<file path="config.mk">
export PLATFORM = sky130hd
export DESIGN_NAME = inst_fetch
export DESIGN_NICKNAME = d
export VERILOG_FILES = /design/src/rtl/inst_fetch.sv
export SDC_FILE = /design/constraint.sdc
export NUM_CORES = 1
export LEC_CHECK = 0
export ABC_AREA = 1
export BUFFER_PORTS_ARGS = -buffer_cell sky130_fd_sc_hd__buf_2
export CORE_MARGIN = 3
export CORE_UTILIZATION = 26
export CTS_CLUSTER_SIZE = 14
export DETAILED_ROUTE_END_ITERATION = 7
export GPL_TIMING_DRIVEN = 0
export HOLD_SLACK_MARGIN = 0.15
export PLACE_DENSITY_LB_ADDON = 0.3
export SLEW_MARGIN = 20
export SYNTH_ARGS = -nofsm -noshare
export SYNTH_HDL_FRONTEND = slang
export SYNTH_SLANG_ARGS = --single-unit
export TNS_END_PERCENT = 5
</file>
<file path="constraint.sdc">
create_clock -name clk -period 8.8 [get_ports clk]
set_clock_uncertainty 0.2 [all_clocks]
set_input_delay 0.44 -clock clk [delete_from_list [all_inputs] [get_ports clk]]
set_output_delay 0.44 -clock clk [all_outputs]
set_load 0.05 [all_outputs]
</file>
<file path="src/rtl/inst_fetch.sv">
// Instruction fetch front-end: issues in-order bus requests for pcf, tracks them and queues
// returned instructions for decode. Define ADEL_CHECK_EN to trap misaligned fetch PCs.
module inst_fetch #(
  parameter int unsigned DEPTH = 2
) (
  input  logic        clk,
  input  logic        rst,
  input  logic [31:0] pcf,
  output logic        pc_adv,
  output logic        inst_req,
  output logic [31:0] inst_addr,
  input  logic        inst_addr_ok,
  input  logic [31:0] inst_rdata,
  input  logic        inst_data_ok,
  input  logic        flush,
  output logic        id_valid,
  input  logic        id_ready,
  output logic [31:0] id_inst,
  output logic [31:0] id_pc,
  output logic        id_adel
);

  localparam int unsigned PW = (DEPTH > 1) ? $clog2(DEPTH) : 1;
  localparam int unsigned CW = PW + 1;
  localparam int unsigned SW = CW + 2;

  // Pending PC queue: PCs of accepted, unanswered requests
  logic [31:0]   pq_pc [DEPTH];
  logic [PW-1:0] pq_wr;
  logic [PW-1:0] pq_rd;
  logic [CW-1:0] pq_cnt;

  // Output buffer towards decode
  logic [31:0]   ob_pc   [DEPTH];
  logic [31:0]   ob_inst [DEPTH];
  logic [PW-1:0] ob_wr;
  logic [PW-1:0] ob_rd;
  logic [CW-1:0] ob_cnt;

  logic [CW-1:0] disc_cnt;

  logic          aligned;
  logic          stall;
  logic          adel_push;
  logic [SW-1:0] used;
  logic          credit_ok;
  logic          req_acc;
  logic          rsp_drop;
  logic          rsp_push;
  logic          consumed;
  logic          ob_push;
  logic          ob_pop;

`ifdef ADEL_CHECK_EN
  logic adel_stall;
  logic ob_adel [DEPTH];

  assign aligned   = (pcf[1:0] == 2'b00);
  assign stall     = adel_stall;
  assign adel_push = ~rst & ~flush & ~adel_stall & ~aligned &
                     (pq_cnt == '0) & (disc_cnt == '0) & (ob_cnt < CW'(DEPTH));
  assign id_adel   = ob_adel[ob_rd];

  // Misaligned fetch parks one error entry and stops fetching until redirected
  always_ff @(posedge clk or posedge rst) begin
    if (rst) begin
      adel_stall <= 1'b0;
    end else if (flush) begin
      adel_stall <= 1'b0;
    end else if (adel_push) begin
      adel_stall <= 1'b1;
    end
  end

  always_ff @(posedge clk or posedge rst) begin
    if (rst) begin
      for (int unsigned i = 0; i < DEPTH; i++) begin
        ob_adel[i] <= 1'b0;
      end
    end else if (!flush && ob_push) begin
      ob_adel[ob_wr] <= adel_push;
    end
  end
`else
  assign aligned   = 1'b1;
  assign stall     = 1'b0;
  assign adel_push = 1'b0;
  assign id_adel   = 1'b0;
`endif

  // Credit covers everything that can still land in the buffer, including stale responses
  assign used      = SW'(pq_cnt) + SW'(ob_cnt) + SW'(disc_cnt);
  assign credit_ok = (used < SW'(DEPTH));

  assign inst_req  = ~rst & credit_ok & ~flush & ~stall & aligned;
  assign inst_addr = {pcf[31:2], 2'b00};
  assign req_acc   = inst_req & inst_addr_ok;
  assign pc_adv    = req_acc | adel_push;

  // A response with nothing outstanding is a protocol violation and is ignored
  assign rsp_drop  = inst_data_ok & (disc_cnt != '0);
  assign rsp_push  = inst_data_ok & (disc_cnt == '0) & (pq_cnt != '0);
  assign consumed  = rsp_drop | rsp_push;

  assign id_valid  = (ob_cnt != '0) & ~flush;
  assign ob_pop    = id_valid & id_ready;
  assign ob_push   = rsp_push | adel_push;

  assign id_inst   = ob_inst[ob_rd];
  assign id_pc     = ob_pc[ob_rd];

  always_ff @(posedge clk) begin
    if (req_acc) begin
      pq_pc[pq_wr] <= pcf;
    end
  end

  // On flush, every response still in flight becomes stale, including older stale ones
  always_ff @(posedge clk or posedge rst) begin
    if (rst) begin
      pq_wr    <= '0;
      pq_rd    <= '0;
      pq_cnt   <= '0;
      disc_cnt <= '0;
    end else if (flush) begin
      pq_wr    <= '0;
      pq_rd    <= '0;
      pq_cnt   <= '0;
      disc_cnt <= CW'(disc_cnt + pq_cnt - CW'(consumed));
    end else begin
      if (req_acc) begin
        pq_wr <= pq_wr + PW'(1);
      end
      if (rsp_push) begin
        pq_rd <= pq_rd + PW'(1);
      end
      if (rsp_drop) begin
        disc_cnt <= disc_cnt - CW'(1);
      end
      case ({req_acc, rsp_push})
        2'b10:   pq_cnt <= pq_cnt + CW'(1);
        2'b01:   pq_cnt <= pq_cnt - CW'(1);
        default: pq_cnt <= pq_cnt;
      endcase
    end
  end

  always_ff @(posedge clk or posedge rst) begin
    if (rst) begin
      ob_wr  <= '0;
      ob_rd  <= '0;
      ob_cnt <= '0;
      for (int unsigned i = 0; i < DEPTH; i++) begin
        ob_pc[i]   <= '0;
        ob_inst[i] <= '0;
      end
    end else if (flush) begin
      ob_wr  <= '0;
      ob_rd  <= '0;
      ob_cnt <= '0;
    end else begin
      if (ob_push) begin
        ob_pc[ob_wr]   <= rsp_push ? pq_pc[pq_rd] : pcf;
        ob_inst[ob_wr] <= rsp_push ? inst_rdata : 32'h0;
        ob_wr          <= ob_wr + PW'(1);
      end
      if (ob_pop) begin
        ob_rd <= ob_rd + PW'(1);
      end
      case ({ob_push, ob_pop})
        2'b10:   ob_cnt <= ob_cnt + CW'(1);
        2'b01:   ob_cnt <= ob_cnt - CW'(1);
        default: ob_cnt <= ob_cnt;
      endcase
    end
  end

endmodule

</file>
==> results of run 1 <==
through the flow:
step,hold WS (ps),setup WS [ps]
6_report,268.7,5299
5_1_grt,286.0,5081
4_1_cts,273.1,5266
3_5_place_dp,258.8,5533
3_3_place_gp,252.6,-291.5
2_1_floorplan,241.7,2612
logic make-up (layout without fill, tap and decap cells):
kind of cell	after synthesis	count (layout)	share of synthesized area, %
and+or+nand+nor	439	439	18.22
AOI/OAI and AO/OA	206	206	11.51
buffers and inverters	206	486	10.62
DFF	202	202	58.43
adders and majority gates	6	6	0.8976
xor gates and xnor gates	3	3	0.2856
other	1	3	0.04076
sequential cells by signal, summed over array words and instances, names as in the netlist:
| signal | flops |
|---|---|
| ob_inst | 64 |
| ob_pc | 64 |
| pq_pc | 64 |
| disc_cnt | 2 |
| ob_cnt | 2 |
| pq_cnt | 2 |
| ob_rd | 1 |
| ob_wr | 1 |
| pq_rd | 1 |
| pq_wr | 1 |
how the worst min path moves through the flow:
stage          startpoint        end  depth (start not counted)
2_1_floorplan   ob_pc[11]  ob_pc[11]                          2
3_3_place_gp    ob_pc[11]  ob_pc[11]                          2
3_5_place_dp    ob_pc[30]  ob_pc[30]                          2
4_1_cts         ob_pc[30]  ob_pc[30]                          2
5_1_grt         ob_pc[15]  ob_pc[15]                          2
6_report        ob_pc[30]  ob_pc[30]                          2
layout make-up:
type	instances	area (µm²)	share of cell area (%)
buffer	89	538.0	4.414
clock buffer	38	703.2	5.769
clock inverter	5	86.33	0.7083
inverter	117	446.7	3.665
multi-input combinational	657	2870	23.55
sequential	202	5375	44.10
tap	455	569.3	4.671
timing repair buffer	237	1599	13.12
placed cells by master (no fill, tap or decap), drive strengths merged, types with 5 or more instances in the layout:
| cell | count |
|---|---|
| buf | 231 |
| clkbuf | 64 |
| dfrtp | 138 |
| dlygate4sd3 | 69 |
| edfxtp | 64 |
| ha | 5 |
| inv | 117 |
| nand2 | 417 |
| nand3 | 5 |
| nor2 | 15 |
| o21ai | 201 |
tightest hold or removal path: stages (launching register included):
cell     delay, ps
dfrtp_1        340
nand2_1         50
nand2_1         40
layer usage:
layer  vias to the layer above  share of wire, %
li1                       3838                 -
met1                      3528                47
met2                       191                47
met3                        26               4.7
met4                         0               1.7
met5                         -                 0
power groups by stage:
stage          Combinational (mW)  Clock [mW]  Sequential, mW
2_1_floorplan               0.740           0            1.14
3_3_place_gp                 1.02           0            1.15
3_5_place_dp                 1.04           0            1.15
4_1_cts                      1.07        1.01            1.14
5_1_grt                      1.14        1.05            1.15
6_report                     1.05       0.987            1.14
==> metrics.md, run 1 <==
| Metric | Value |
|---|---|
| Psw | `1.227 mW` |
| Slew of the pin with the lowest slew margin | `647.3 ps` |
| Met1 Use GR | `~19%` |
| Most area-hungry cell type in the Yosys netlist | `dfrtp_1` |
| Clock Tree Buf Depth | `3` |
| Post-synth EDFFs | `64` |
| Grt met3 use | `1.911%` |
| Post-CTS sizing | `0` |
| Total congestion overflow | `0` |
| Logic pwr share | `between 30 and 40%` |
| Top cells by area, synth | `dfrtp_1, edfxtp_1, nand2_1, o21ai_0, inv_1` |
| CP max FO | `6` |
| DR vias | `about 7600` |
| IO Pins | `170` |
| Reg clk slew, reported paths | `~60 ps` |
| Routed WL per cell | `14.35 µm` |
| Yosys reg bits | `202` |
| Min cycle time layout | `roughly 3500 ps` |
| GRT met2 Usage | `between 20 and 25%` |
| Htree depth | `1` |
| Synth warn | `0` |
| Worst endpoint data arrival time | `2860 ps` |
| Ant diodes | `0` |
| Slowest Stage Delay on Critical Path | `540 ps` |
| Top cell by count, worst path | `inv_1` |
| Area share of the largest cell type after synthesis | `37.54%` |
| Vias in the first global route | `7354` |
| Fmax | `285.6 MHz` |
| Fin crit share | `39.78%` |
| CP startpoint | `pq_cnt[1]` |
| Clk Latency, worst-skew pair | `520 ps` |
| Final instance area | `0.01219 mm²` |
| Most common cell in the netlist | `nand2_1` |
| Worst R2R End | `pq_pc[0][26]` |
| Max-slew violation count | `0` |
| Worst path top cell family by delay | `adder cells` |
| Tot Pwr | `approximately 3.2 mW` |
| Fin nets | `1404` |
| Async S/R FF share, synth | `68.32%` |
| R2R Setup Slk | `5560 ps` |
| Share of cells above drive strength 1 | `between 20% and 30%` |
| Final Hold Viols | `0` |
| GRT Overall Usage | `13.36%` |
| Post-Synthesis Cells | `1063` |
| HPWL Detailed | `18.13 mm` |
| Slew headroom | `56.85%` |
| Final Non-Filler Cells | `1800` |
| Syn_area_per_cell | `approximately 8.7 µm²` |
| Worst r2r src | `pq_cnt[1]` |
| CTS tree | `built` |
| Port bufs | `165` |
| Top cells by count, synth | `nand2_1, o21ai_0, dfrtp_1` |
| Register area share after synthesis | `58.43%` |
| First-pass GRT wire length | `between 40 and 50 mm` |
| Antenna Nets Post-Route | `0` |
| Most Crowded Layer GR | `met2` |
| CTS sink count | `~200` |
| Max Cap Viol | `0` |
| IR drop worst, VDD | `0.1673 mV` |
| Initial Utilization | `26.50%` |
| RSZ-0062 raised after global routing | `false` |
| CP Launch Type | `flop` |
| Largest net degree at the start of global routing | `77` |
| Inst Count DP | `~1700` |
| Status | `finished clean` |
| CP Capture Type | `output port` |
| Initial antenna violation count | `0` |
| Hold crit path type | `reg -> reg` |
| Final core utilization | `35.11%` |
| GP Congestion | `0.7540` |
| Clk Tree Root Cell | `clkbuf_16` |
| Filler Cells Inserted | `between 3000 and 4000` |
| Area grow syn2layout | `32.48%` |
| Residual DRC | `0` |
| Pwr/cell area | `260.0 mW/mm²` |
| Switching Fraction | `38.71%` |
| Count of cell types in the netlist | `28` |
| CP max-delay cell | `fa_1` |
| Internal Power | `1.942 mW` |
| CTS buffer count | `24` |
| Final wirelength | `25.84 mm` |
| Drt pass-1 iters | `5` |
| Reg2reg path depth | `8` |
| Die width | `194.1 µm` |
| Cts hold-fix bufs | `69` |
| Fin Setup TNS | `0 ps` |
| Worst path depth | `8` |
| Initial detailed-routing violation count | `414` |
| DR vias/cell | `roughly 4.2` |
| Register share of total power | `~36%` |
| Post-CTS setup repair buffer count | `0` |
| CP cell instances | `inv_2 > fa_1 > inv_1 > ha_1 > nor2_1 > nand4_1 > inv_1 > buf_2` |
| Die ar. | `between 0.03 and 0.04 mm²` |
| Primary FF master, synth | `dfrtp_1` |
| Leakage | `5.982 nW` |
| Crit path capture | `pc_adv` |
| Final setup viols | `0` |
| Core ar. | `0.03471 mm²` |
| Placed cell area | `around 0.011 mm²` |
| WS Path Type | `reg -> out` |
| Num rows | `68` |
| Die Span Y | `194.1 µm` |
| Syn Std Cell Area | `0.009200 mm²` |
| CP Buf/Inv Count | `4` |
| Clock power share | `31.2%` |
| Required @ worst endpoint | `approximately 8000 ps` |
Note: power is estimated with default switching activity, not from simulation.
==> run 2, diff against run 1 <==
==> constraint.sdc (replaced) <==
create_clock -name clk -period 3 [get_ports clk]
set_clock_uncertainty 0.2 [all_clocks]
set_input_delay 0.15 -clock clk [delete_from_list [all_inputs] [get_ports clk]]
set_output_delay 0.15 -clock clk [all_outputs]
set_load 0.05 [all_outputs]
==> metrics.md, run 2 (synthesized netlist as in run 1, its figures left out) <==
| Metric | Value |
|---|---|
| Status | `finished clean` |
| Most Crowded Layer GR | `met2` |
| Final instance area | `0.01234 mm² (+1.3%)` |
| Core ar. | `0.03471 mm² (unchanged)` |
| IR drop worst, VDD | `0.4935 mV (+200%)` |
| Max-slew violation count | `0 (unchanged)` |
| Most frequent cells in the layout | `nand2_1, buf_2, o21ai_0` |
| Placed cell area | `0.01073 mm² (+0.20%)` |
| Placement Setup Slack | `-497.1 ps (-6030 ps)` |
| Initial Utilization | `26.50% (unchanged)` |
| Final core utilization | `35.55% (+0.44 points)` |
| CTS sink count | `202 (unchanged)` |
| Max Cap Viol | `0 (unchanged)` |
| CTS tree | `built` |
| Drt pass-1 iters | `5 (unchanged)` |
| Largest net degree at the start of global routing | `34 (-56%)` |
| Top flop regs | `ob_inst x64, ob_pc x64, pq_pc x64` |
| First-pass GRT wire length | `43.13 mm (+4.8%)` |
| Hold crit path type | `in -> reg` |
| Num rows | `68 (unchanged)` |
| DR vias | `7705 (+1.6%)` |
| Worst endpoint data arrival time | `2530 ps (-330 ps)` |
| Worst path top cell family by delay | `adder cells` |
| CP cell instances | `inv_2 > fa_1 > inv_1 > ha_1 > nor2_1 > nand4_1 > buf_4 > inv_1 > buf_4` |
| Fin Setup TNS | `0 ps (unchanged)` |
| Port bufs | `165 (unchanged)` |
| Residual DRC | `0 (unchanged)` |
| Met1 Use GR | `19.25% (+0.73 points)` |
| CP max FO | `6 (unchanged)` |
| Grt met3 use | `1.946% (+0.035 points)` |
| WS Path Type | `reg -> out` |
| Die width | `194.1 µm (unchanged)` |
| GRT met2 Usage | `24.06% (+1.9 points)` |
| Fin nets | `1415 (+0.78%)` |
| CP Launch Type | `flop` |
| Ant diodes | `0 (unchanged)` |
| Tot Pwr | `9.421 mW (+200%)` |
| Pwr/cell area | `763.3 mW/mm² (+190%)` |
| Clk Latency, worst-skew pair | `530 ps (about the same)` |
| Die ar. | `0.03768 mm² (unchanged)` |
| Slew of the pin with the lowest slew margin | `649.1 ps (+1.766 ps)` |
| Vias in the first global route | `7667 (+4.3%)` |
| IO Pins | `170 (unchanged)` |
| Final setup margin | `119.8 ps (-5179 ps)` |
| CTS buffer count | `25 (+4.2%)` |
| Final Hold Viols | `0 (unchanged)` |
| CP Capture Type | `output port` |
| Clock Tree Buf Depth | `3 (unchanged)` |
| Share of cells above drive strength 1 | `21.80% (+1.4 points)` |
| Slew headroom | `56.73% (-0.12 points)` |
| RSZ-0062 raised after global routing | `true` |
| Slowest Stage Delay on Critical Path | `540 ps (about the same)` |
| GP Congestion | `0.7426 (-1.5%)` |
| Leakage | `6.057 nW (+1.2%)` |
| Min cycle time layout | `2880 ps` |
| CP max-delay cell | `fa_1` |
| HPWL Detailed | `18.26 mm (+0.76%)` |
| Fin crit share | `96.01%` |
| Area grow syn2layout | `34.15%` |
| Initial detailed-routing violation count | `423 (+2.2%)` |
| Final wirelength | `27.00 mm (+4.5%)` |
| Die Span Y | `194.1 µm (unchanged)` |
| Antenna Nets Post-Route | `0 (unchanged)` |
| Required @ worst endpoint | `2650 ps (-5510 ps)` |
| GRT Overall Usage | `14.16% (+0.80 points)` |
| DR vias/cell | `4.250 (+0.88%)` |
| Reg clk slew, reported paths | `60 ps (about the same)` |
| Initial antenna violation count | `0 (unchanged)` |
| Total congestion overflow | `0 (unchanged)` |
| Clk Tree Root Cell | `clkbuf_16` |
| Fmax | `347.2 MHz` |
| Htree depth | `1 (unchanged)` |
| Routed WL per cell | `14.89 µm (+3.8%)` |
| Commonest non-fill, non-tap cell in the layout | `nand2_1` |
| CP Buf/Inv Count | `5 (+1)` |
| Final setup viols | `0 (unchanged)` |
## run 2: area by class of cell
| cell class | instances | area [µm²] |
|---|---|---|
| sequential | 202 | 5376 |
| clock inverter | 9 | 95.09 |
| buffer | 89 | 550.5 |
| timing repair buffer | 245 | 1694 |
| clock buffer | 37 | 720.7 |
| inverter | 117 | 442.9 |
| fill | 3531 | 22370 |
| multi-input combinational | 659 | 2893 |
| tap | 455 | 569.3 |
## run 2: stage by stage
stage	cells	hold WS, ps
after global placement	1685	165.2
after detailed placement	1690	-145.6
after global routing	1813	180.4
after CTS	1813	150.1
final	1813	177.1
after floorplan	1065	48.87
## run 2: layer usage
layer | wire length (µm) | up-vias
li1 | - | 3867
met1 | 12540 | 3604
met2 | 12760 | 204
met3 | 1155 | 30
met4 | 543 | 0
met5 | 0 | -
## run 2: power breakdown
part / total (mW) / switching (mW) / internal (mW)
Combinational: 3.13 / 2.38 / 0.746
Sequential: 3.34 / 0.136 / 3.20
Clock: 2.95 / 1.19 / 1.76
## run 2: worst paths after layout
kind / start / to / slack [ps] / cells past startpoint
worst max-delay path: pq_cnt[1] / pc_adv / 120 / 9
worst min-delay path: pcf[15] / pq_pc[0][15] / 180 / 2
worst max register to register: pq_cnt[1] / pq_pc[1][4] / 130 / 8
worst min register to register: ob_pc[28] / ob_pc[28] / 270 / 2
max in group asynchronous: rst / ob_inst[6] / 1510 / 6
min in group asynchronous: rst / ob_inst[24] / 450 / 4
## run 2: timing repair
item,4_1_cts,5_1_grt
hold endpoints to repair,348,0
hold buffers,71,0
cloned,2,0
setup buffers,4,0
pin swaps,3,3
gates resized for setup,7,16
setup endpoints to repair,88,97
==> run 3, diff against run 2 <==
--- a/config.mk
+++ b/config.mk
@@ -14,6 +14,8 @@
 export GPL_TIMING_DRIVEN = 0
 export HOLD_SLACK_MARGIN = 0.15
 export PLACE_DENSITY_LB_ADDON = 0.3
+export SETUP_SLACK_MARGIN = 0.3
+export SKIP_CTS_REPAIR_TIMING = 1
 export SLEW_MARGIN = 20
 export SYNTH_ARGS = -nofsm -noshare
 export SYNTH_HDL_FRONTEND = slang
==> metrics.md, run 3 (synthesized netlist as in run 1, its figures left out) <==
| Metric | Value |
|---|---|
| Core ar. | `0.03471 mm² (unchanged)` |
| CP Launch Type | `flop` |
| Reg clk slew, reported paths | `60 ps (about the same)` |
| Initial Utilization | `26.50% (unchanged)` |
| Area grow syn2layout | `34.54%` |
| Port bufs | `165 (unchanged)` |
| Htree depth | `1 (unchanged)` |
| Fmax | `351.5 MHz (+1.2%)` |
| Largest net degree at the start of global routing | `34 (unchanged)` |
| DR vias/cell | `4.225 (-0.58%)` |
| Min cycle time layout | `2845 ps (-35.28 ps)` |
| WS Path Type | `reg -> out` |
| Total congestion overflow | `0 (unchanged)` |
| Commonest non-fill, non-tap cell in the layout | `nand2_1` |
| Die width | `194.1 µm (unchanged)` |
| CTS buffer count | `25 (unchanged)` |
| First-pass GRT wire length | `40.94 mm (-5.1%)` |
| Ant diodes | `0 (unchanged)` |
| Initial detailed-routing violation count | `401 (-5.2%)` |
| Final setup margin | `155.1 ps (+35.28 ps)` |
| CP cell instances | `inv_2 > fa_1 > inv_1 > ha_1 > nor2_2 > nand4_1 > buf_4 > inv_1 > buf_6` |
| Final wirelength | `26.88 mm (-0.46%)` |
| Required @ worst endpoint | `2650 ps (about the same)` |
| CTS sink count | `202 (unchanged)` |
| Hold crit path type | `in -> reg` |
| Num rows | `68 (unchanged)` |
| Clk Tree Root Cell | `clkbuf_16` |
| Routed WL per cell | `14.81 µm (-0.57%)` |
| Max-slew violation count | `0 (unchanged)` |
| Pwr/cell area | `761.5 mW/mm² (-0.24%)` |
| R2R Setup Slk | `160 ps (+30 ps)` |
| Placed cell area | `0.01073 mm² (unchanged)` |
| Share of cells above drive strength 1 | `21.76% (-0.032 points)` |
| Slew of the pin with the lowest slew margin | `643.6 ps (-5.442 ps)` |
| Vias in the first global route | `7202 (-6.1%)` |
| Most frequent cells in the layout | `nand2_1, buf_2, o21ai_0` |
| Top cell by count, worst path | `inv_1` |
| CP max-delay cell | `fa_1` |
| Antenna Nets Post-Route | `0 (unchanged)` |
| GRT Overall Usage | `13.43% (-0.73 points)` |
| RSZ-0062 raised after global routing | `true` |
| Final Hold Viols | `0 (unchanged)` |
| Clock Tree Buf Depth | `3 (unchanged)` |
| DR vias | `7669 (-0.47%)` |
| CP max FO | `6 (unchanged)` |
| Worst endpoint data arrival time | `2490 ps (-40 ps)` |
| Worst path top cell family by delay | `adder cells` |
| Max Cap Viol | `0 (unchanged)` |
| Clk Latency, worst-skew pair | `530 ps (about the same)` |
| GP Congestion | `0.7426 (unchanged)` |
| Top flop regs | `ob_inst x64, ob_pc x64, pq_pc x64` |
| Fin crit share | `94.83% (-1.2 points)` |
| HPWL Detailed | `18.26 mm (unchanged)` |
| CP Buf/Inv Count | `5 (unchanged)` |
| Placement Setup Slack | `-497.1 ps (unchanged)` |
| Final hold slack | `181.6 ps (+4.496 ps)` |
| Inst Count DP | `1690 (unchanged)` |
| Final Non-Filler Cells | `1815 (+0.11%)` |
| Drt pass-1 iters | `5 (unchanged)` |
| Initial antenna violation count | `0 (unchanged)` |
| Leakage | `6.068 nW (+0.19%)` |
| Die ar. | `0.03768 mm² (unchanged)` |
| CP Capture Type | `output port` |
| CTS tree | `built` |
| Status | `finished clean` |
| Filler Cells Inserted | `3536 (+0.14%)` |
| Die Span Y | `194.1 µm (unchanged)` |
| Final instance area | `0.01238 mm² (+0.29%)` |
| IR drop worst, VDD | `0.4939 mV (about the same)` |
| Fin nets | `1417 (+0.14%)` |
| Residual DRC | `0 (unchanged)` |
| Final setup viols | `0 (unchanged)` |
| Slowest Stage Delay on Critical Path | `540 ps (about the same)` |
| IO Pins | `170 (unchanged)` |
| Slew headroom | `57.09% (+0.36 points)` |
[run 3: area by class of cell]
class                           instances  area [µm²]  area share, %
Clock inverter                          9       95.09         0.7682
Multi-Input combinational cell        659        2895          23.39
Clock buffer                           37       720.7          5.822
Inverter                              117       442.9          3.578
Buffer                                 89       545.5          4.407
Sequential cell                       202        5376          43.43
Timing Repair Buffer                  247        1733          14.00
Tap cell                              455       569.3          4.599
[run 3: where the power goes]
group          internal, mW  switching [mW]  total, mW
Combinational         0.753            2.38       3.14
Sequential             3.20           0.136       3.34
Clock                  1.76            1.19       2.95
Total                  5.72            3.71       9.43
[run 3: metal layers]
| metal | GRT usage (%) | vias to the layer above | wire length, µm |
|---|---|---|---|
| met5 | 0 | - | 0 |
| met4 | 3.351 | 0 | 543 |
| met3 | 1.894 | 30 | 1154 |
| met2 | 21.89 | 192 | 12660 |
| met1 | 18.91 | 3574 | 12520 |
| li1 | - | 3873 | - |
[run 3: path summary, 6_finish.rpt]
| path | startpoint | endpoint | depth (start not counted) |
|---|---|---|---|
| min in group asynchronous | rst | ob_inst[24] | 4 |
| max in group asynchronous | rst | ob_inst[6] | 6 |
| worst max-delay path | pq_cnt[1] | pc_adv | 9 |
| worst min register to register | ob_pc[28] | ob_pc[28] | 2 |
| worst max register to register | pq_cnt[1] | pq_pc[0][0] | 8 |
| worst min-delay path | pcf[15] | pq_pc[0][15] | 2 |
[run 3: through the flow]
step	TNS [ps]	utilization [%]	power [mW]
2_1_floorplan	-50430	-	5.533
3_3_place_gp	-183270	30.60	6.386
3_5_place_dp	-31400	30.91	6.443
4_1_cts	-36000	33.26	9.461
5_1_grt	0	35.66	9.958
6_report	0	35.66	9.425
